==> src/rtl/ws2812_chain.sv <==
// WS2812 chain driver: one frame per start; first ws rise 2 cycles after the first pixel handshake, frame closed by a latch period.
// Pixels are pulled through a one-entry prefetch buffer (ready only while empty); a source starved for a full latch time aborts the frame.
module ws2812_chain #(
    parameter int ClkFreqMhz = 70,
    parameter int NumLeds    = 8,
    parameter int BitsPerLed = 24,
    parameter int T0hNs      = 400,
    parameter int T1hNs      = 800,
    parameter int BitNs      = 1250,
    parameter int LatchNs    = 80000
) (
    input  logic                  i_clk,
    input  logic                  i_rst,
    input  logic                  i_start,
    output logic                  o_busy,
    output logic                  o_done,
    output logic                  o_underrun,
    input  logic                  i_pix_valid,
    output logic                  o_pix_ready,
    input  logic [BitsPerLed-1:0] i_pix_data,
    output logic                  o_ws
);
    localparam int T0H    = ClkFreqMhz * T0hNs / 1000;
    localparam int T1H    = ClkFreqMhz * T1hNs / 1000;
    localparam int TBIT   = ClkFreqMhz * BitNs / 1000;
    localparam int TLATCH = ClkFreqMhz * LatchNs / 1000;
    localparam int TMAX   = (TBIT > TLATCH) ? TBIT : TLATCH;
    localparam int CW     = $clog2(TMAX + 1);
    localparam int PW     = $clog2(NumLeds + 1);
    localparam int BW     = $clog2(BitsPerLed);

    localparam logic [CW-1:0] C_T0H_M1    = CW'(T0H - 1);
    localparam logic [CW-1:0] C_T1H_M1    = CW'(T1H - 1);
    localparam logic [CW-1:0] C_TBIT_M1   = CW'(TBIT - 1);
    localparam logic [CW-1:0] C_TLATCH_M1 = CW'(TLATCH - 1);
    localparam logic [PW-1:0] C_NUM_LEDS  = PW'(NumLeds);
    localparam logic [BW-1:0] C_LAST_BIT  = BW'(BitsPerLed - 1);

    if (!(T0H > 0 && T0H < T1H && T1H < TBIT)) begin : g_bad_timing
        $error("ws2812_chain: bit timing must satisfy 0 < T0H < T1H < TBIT");
    end

    typedef enum logic [2:0] {S_IDLE, S_WAIT, S_HIGH, S_LOW, S_LATCH} state_t;

    state_t                r_state;
    logic [CW-1:0]         r_cnt;
    logic [PW-1:0]         r_fetch_left;
    logic [PW-1:0]         r_tx_left;
    logic [BW-1:0]         r_bit;
    logic [BitsPerLed-1:0] r_shift;
    logic [BitsPerLed-1:0] r_buf;
    logic                  r_buf_full;
    logic                  r_ws;
    logic                  r_busy;
    logic                  r_done;
    logic                  r_underrun;
    logic                  w_hs;
    logic                  w_high_end;

    assign o_pix_ready = r_busy && !r_buf_full && (r_fetch_left != '0);
    assign w_hs        = i_pix_valid && o_pix_ready;
    assign w_high_end  = r_shift[BitsPerLed-1] ? (r_cnt == C_T1H_M1) : (r_cnt == C_T0H_M1);

    always_ff @(posedge i_clk) begin
        if (i_rst) begin
            r_state      <= S_IDLE;
            r_cnt        <= '0;
            r_fetch_left <= '0;
            r_tx_left    <= '0;
            r_bit        <= '0;
            r_shift      <= '0;
            r_buf        <= '0;
            r_buf_full   <= 1'b0;
            r_ws         <= 1'b0;
            r_busy       <= 1'b0;
            r_done       <= 1'b0;
            r_underrun   <= 1'b0;
        end else begin
            r_done     <= 1'b0;
            r_underrun <= 1'b0;
            if (w_hs) begin
                r_buf        <= i_pix_data;
                r_buf_full   <= 1'b1;
                r_fetch_left <= r_fetch_left - 1'b1;
            end
            case (r_state)
                S_IDLE: begin
                    if (i_start) begin
                        r_state      <= S_WAIT;
                        r_busy       <= 1'b1;
                        r_fetch_left <= C_NUM_LEDS;
                        r_tx_left    <= C_NUM_LEDS;
                        r_buf_full   <= 1'b0;
                        r_cnt        <= '0;
                    end
                end
                S_WAIT: begin
                    if (r_buf_full) begin
                        r_shift    <= r_buf;
                        r_buf_full <= 1'b0;
                        r_bit      <= '0;
                        r_cnt      <= '0;
                        r_ws       <= 1'b1;
                        r_state    <= S_HIGH;
                    end else if (r_cnt == C_TLATCH_M1) begin
                        // Starved source: abort and stop pulling pixels for this frame.
                        r_underrun   <= 1'b1;
                        r_fetch_left <= '0;
                        r_cnt        <= '0;
                        r_state      <= S_LATCH;
                    end else begin
                        r_cnt <= r_cnt + 1'b1;
                    end
                end
                S_HIGH: begin
                    r_cnt <= r_cnt + 1'b1;
                    if (w_high_end) begin
                        r_ws    <= 1'b0;
                        r_state <= S_LOW;
                    end
                end
                S_LOW: begin
                    if (r_cnt == C_TBIT_M1) begin
                        r_shift <= r_shift << 1;
                        r_cnt   <= '0;
                        if (r_bit == C_LAST_BIT) begin
                            r_tx_left <= r_tx_left - 1'b1;
                            if (r_tx_left == PW'(1)) begin
                                r_state <= S_LATCH;
                            end else if (r_buf_full) begin
                                r_shift    <= r_buf;
                                r_buf_full <= 1'b0;
                                r_bit      <= '0;
                                r_ws       <= 1'b1;
                                r_state    <= S_HIGH;
                            end else begin
                                r_state <= S_WAIT;
                            end
                        end else begin
                            r_bit   <= r_bit + 1'b1;
                            r_ws    <= 1'b1;
                            r_state <= S_HIGH;
                        end
                    end else begin
                        r_cnt <= r_cnt + 1'b1;
                    end
                end
                S_LATCH: begin
                    if (r_cnt == C_TLATCH_M1) begin
                        r_done  <= 1'b1;
                        r_busy  <= 1'b0;
                        r_cnt   <= '0;
                        r_state <= S_IDLE;
                    end else begin
                        r_cnt <= r_cnt + 1'b1;
                    end
                end
                default: r_state <= S_IDLE;
            endcase
        end
    end

    assign o_ws       = r_ws;
    assign o_busy     = r_busy;
    assign o_done     = r_done;
    assign o_underrun = r_underrun;
endmodule

==> config.mk <==
export PLATFORM = sky130hd
export DESIGN_NAME = ws2812_chain
export DESIGN_NICKNAME = d
export VERILOG_FILES = /design/src/rtl/ws2812_chain.sv
export SDC_FILE = /design/constraint.sdc
export NUM_CORES = 1
export LEC_CHECK = 0
export ABC_AREA = 1
export CAP_MARGIN = 0
export CORE_ASPECT_RATIO = 1.1
export CORE_MARGIN = 2
export CORE_UTILIZATION = 28
export CTS_CLUSTER_DIAMETER = 150
export DETAILED_ROUTE_END_ITERATION = 7
export SYNTH_ARGS = -nofsm -noshare
export SYNTH_HDL_FRONTEND = slang
export SYNTH_SLANG_ARGS = --single-unit
==> constraint.sdc <==
create_clock -name i_clk -period 1.7 [get_ports i_clk]
set_clock_uncertainty 0.1 [all_clocks]
set_input_delay 0.255 -clock i_clk [delete_from_list [all_inputs] [get_ports i_clk]]
set_output_delay 0.255 -clock i_clk [all_outputs]
set_load 0.1 [all_outputs]
==> results of run 1 <==
[critical path: stages, from the launching register on]
cell        delay [ns]
dfxtp_2           0.32
inv_2             0.07
ha_4              0.13
nand3_2           0.06
nand2_2           0.08
clkinvlp_4        0.17
buf_12            0.21
[power groups by stage]
stage / Combinational [mW] / Clock [mW] / Sequential [mW]
2_1_floorplan: 1.60 / 0 / 2.55
3_3_place_gp: 2.63 / 0 / 2.53
3_5_place_dp: 2.64 / 0 / 2.52
4_1_cts: 2.79 / 1.90 / 2.49
5_1_grt: 3.88 / 2.00 / 2.54
6_report: 3.53 / 1.87 / 2.50
[layer usage]
layer	vias to the layer above	track usage	routed length, µm
met5	-	0	0
met4	0	0.0475	204
met3	13	0.0330	379
met2	68	0.223	5360
met1	1885	0.180	5190
li1	2137	-	-
[logic make-up after synthesis]
kind of cell | share of synthesized area
AND/OR/NAND/NOR | 0.304
XOR/XNOR | 0.0242
flip-flops | 0.412
buffers and inverters | 0.0846
AO/OA/AOI/OAI | 0.156
adder cells (fa/ha/maj) | 0.0189
[timing repair]
item | in CTS | in global routing
pin swaps | 6 | 19
endpoints found under the setup margin | 53 | 62
gates resized for setup | 26 | 101
buffers inserted | 4 | 13
cloned | 0 | 7
[worst max path at each step]
stage | from | to | depth (start not counted)
floorplan | r_fetch_left[1]$_SDFF_PP0_ | r_fetch_left[3]$_SDFF_PP0_ | 10
global placement | r_cnt[1]$_SDFFE_PP0P_ | r_cnt[9]$_SDFFE_PP0P_ | 8
detailed placement | r_cnt[1]$_SDFFE_PP0P_ | r_cnt[9]$_SDFFE_PP0P_ | 8
CTS | r_fetch_left[1]$_SDFF_PP0_ | o_pix_ready | 6
global route | r_cnt[0]$_SDFFE_PP0P_ | r_tx_left[1]$_SDFFE_PP0P_ | 13
finish | r_fetch_left[1]$_SDFF_PP0_ | o_pix_ready | 6
[sequential cells by signal, indices dropped and copies added, names as in the netlist]
signal,count
r_buf,24
r_shift,24
r_cnt,13
r_bit,5
r_fetch_left,4
r_tx_left,4
r_state,3
o_busy,1
o_done,1
o_underrun,1
o_ws,1
r_buf_full,1
[per-stage QoR]
step / hold slack [ns] / total power, mW / instance area, µm² / TNS (ns)
floorplan: 0.298 / 4.15 / 4070 / -5.19
global placement: 0.341 / 5.16 / 5060 / -2.17
detailed placement: 0.343 / 5.16 / 5060 / -3.07
CTS: 0.354 / 7.18 / 5450 / -0.0881
global route: 0.365 / 8.42 / 6060 / -4.95
finish: 0.351 / 7.91 / 6060 / -0.486
[layout by cell type (no fill, tap or decap), types with 6 or more instances in the layout]
| cell | instances |
|---|---|
| nand2_1 | 134 |
| dfxtp_1 | 74 |
| nor2_1 | 69 |
| buf_4 | 60 |
| inv_1 | 46 |
| o21ai_0 | 45 |
| a21oi_1 | 39 |
| nand3_1 | 29 |
| clkdlybuf4s50_1 | 27 |
| nor2_2 | 16 |
| o21ai_1 | 15 |
| clkbuf_16 | 14 |
| nor2_4 | 13 |
| buf_12 | 13 |
| inv_2 | 12 |
| nand2_2 | 11 |
| buf_6 | 10 |
| xor2_1 | 9 |
| o21ai_2 | 7 |
| nand3_2 | 6 |
| nand2_4 | 6 |
| a21oi_2 | 6 |
| dfxtp_2 | 6 |
[layout make-up]
cell class / count / area (µm²) / area share
multi-input cells: 434 / 2390 / 0.394
well taps: 188 / 235 / 0.0388
repair buffers: 117 / 1250 / 0.206
inverters: 62 / 259 / 0.0427
flip-flops and latches: 82 / 1660 / 0.273
clock buffers: 10 / 229 / 0.0378
clock inverters: 6 / 48.8 / 0.00805
==> impl_metrics.tcl, run 1 <==
set metrics [dict create \
    worstSetupEndpointType "output pin" \
    clock-sinks 82 \
    dpl_worst_slack_ns -0.136 \
    dr.first_iter.drc_count 269 \
    crit_arrival_ns 1.39 \
    place_congestion 0.837 \
    cts.clk_slew.worst_paths_ns 0.06 \
    ys_top_cells_by_count "nand2_1 (149), nor2_1 (97), dfxtp_1 (82)" \
    maxCapViolCount 0 \
    reg2reg_from "r_cnt[0]$_SDFFE_PP0P_" \
    fillerInstances 1382 \
    switchingPower_mw 2.98 \
    die-area_um2 15200 \
    grt.overflow.total 0 \
    rsz0062_at_grt "yes" \
    maxSlewHeadroom 0.789 \
    initial_core_util 0.287 \
    via_per_inst 4.56 \
    p_leak_nw 2.49 \
    diodes 0 \
    rrSetupSlack_ns -0.04 \
    htreeDepth 3 \
    global_route.usage.total 0.137 \
    netlist-cell-type-count 27 \
    synth_largest_area_cell "dfxtp_1" \
    worst-setup-path-type "reg -> out" \
    slew_viol_final 0 \
    cts_tree "built" \
    syn_nets 634 \
    placed_cells 859 \
    p_per_area_nw_per_um2 1300 \
    synth_edf_count 0 \
    switching_share 0.376 \
    hold_viol 0 \
    fin_crit_ns 1.75 \
    route.detailed.drc 0 \
    p_clk_frac 0.236 \
    hold_start "r_buf[5]$_SDFFE_PP0N_" \
    syn2layout_area_growth_pct 52.3 \
    routedWlPerCell_um 12.4 \
    dieHeight_um 129 \
    netlist_instances 600 \
    cts_max_path_buffers 2 \
    synth_top_flop_cell "dfxtp_1" \
    worstHoldPathCells 2 \
    syn-cell-area_um2 3980 \
    instances_no_fill 899 \
    dieWidth_um 118 \
    status "finished with violations" \
    p_comb_frac 0.447 \
    dp_hpwl_um 7190 \
    power_frac_seq 0.317 \
    grt_pass1_wl_um 17100 \
    drive_gt1_frac 0.291 \
    grt_pass1_vias 3646 \
    drt-pass1-iter-count 4 \
    synth.most_common_cell "nand2_1" \
    vdd_drop_max_uv 809 \
    holdPathEnd "r_buf[5]$_SDFFE_PP0N_" \
    cp.required_ns 1.34 \
    ys_seq_area_frac 0.412 \
    grt_max_degree 32 \
    ys_ff_latch 82 \
    synthArstFlopShare 0 \
    finalSetupViolCount 27 \
    postRouteAntennaNets 0 \
    synth_area_leaders "dfxtp_1 (41%), nand2_1 (14%), nor2_1 (9.1%)" \
    startpoint_type "flip-flop" \
    utilization 0.438 \
    r2r-end "r_shift[4]$_SDFFE_PP0P_" \
    numPortBuffers 32 \
    finalCritPeriodShare 1.03 \
    core_um2 13900 \
    fp-row-count 45 \
    violations "negative setup slack" \
    numCtsBuffers 9 \
    tightest_slew_ns 0.314 \
    synth_top_area_frac 0.412 \
    r2r_cells 12 \
    via_count 4103 \
    io_pins 33 \
    fin_nets 740 \
    drt_wl_total_um 11100 \
    internal_power_mw 4.93 \
    min_path_type "reg -> reg" \
    cts-root-buf "clkbuf_16" \
    antenna_found_initial 0 \
    fmax_mhz 572 \
    setup_ws_ns -0.0477 \
    syn_avg_cell_area_um2 6.63 \
    yosysWarnings 0 \
    crit_fanout 2 \
    clk_latency_ns 0.35 \
    cts.hold.buffers_added 0 \
]
Note: power is estimated with default switching activity, not from simulation.
==> run 2: changes to the inputs <==
--- a/config.mk
+++ b/config.mk
@@ -12,6 +12,7 @@
 export CORE_UTILIZATION = 28
 export CTS_CLUSTER_DIAMETER = 150
 export DETAILED_ROUTE_END_ITERATION = 7
+export SLEW_MARGIN = 20
 export SYNTH_ARGS = -nofsm -noshare
 export SYNTH_HDL_FRONTEND = slang
 export SYNTH_SLANG_ARGS = --single-unit
==> results of run 2 <==
Same layout as run 1: the final DEF is identical, and so are final timing and power.
==> run 3: changes to the inputs <==
--- a/config.mk
+++ b/config.mk
@@ -6,6 +6,7 @@
 export NUM_CORES = 1
 export LEC_CHECK = 0
 export ABC_AREA = 1
+export ABC_CLOCK_PERIOD_IN_PS = 1700
 export CAP_MARGIN = 0
 export CORE_ASPECT_RATIO = 1.1
 export CORE_MARGIN = 2
==> results of run 3 <==
Same layout as run 1: the final DEF is identical, and so are final timing and power.
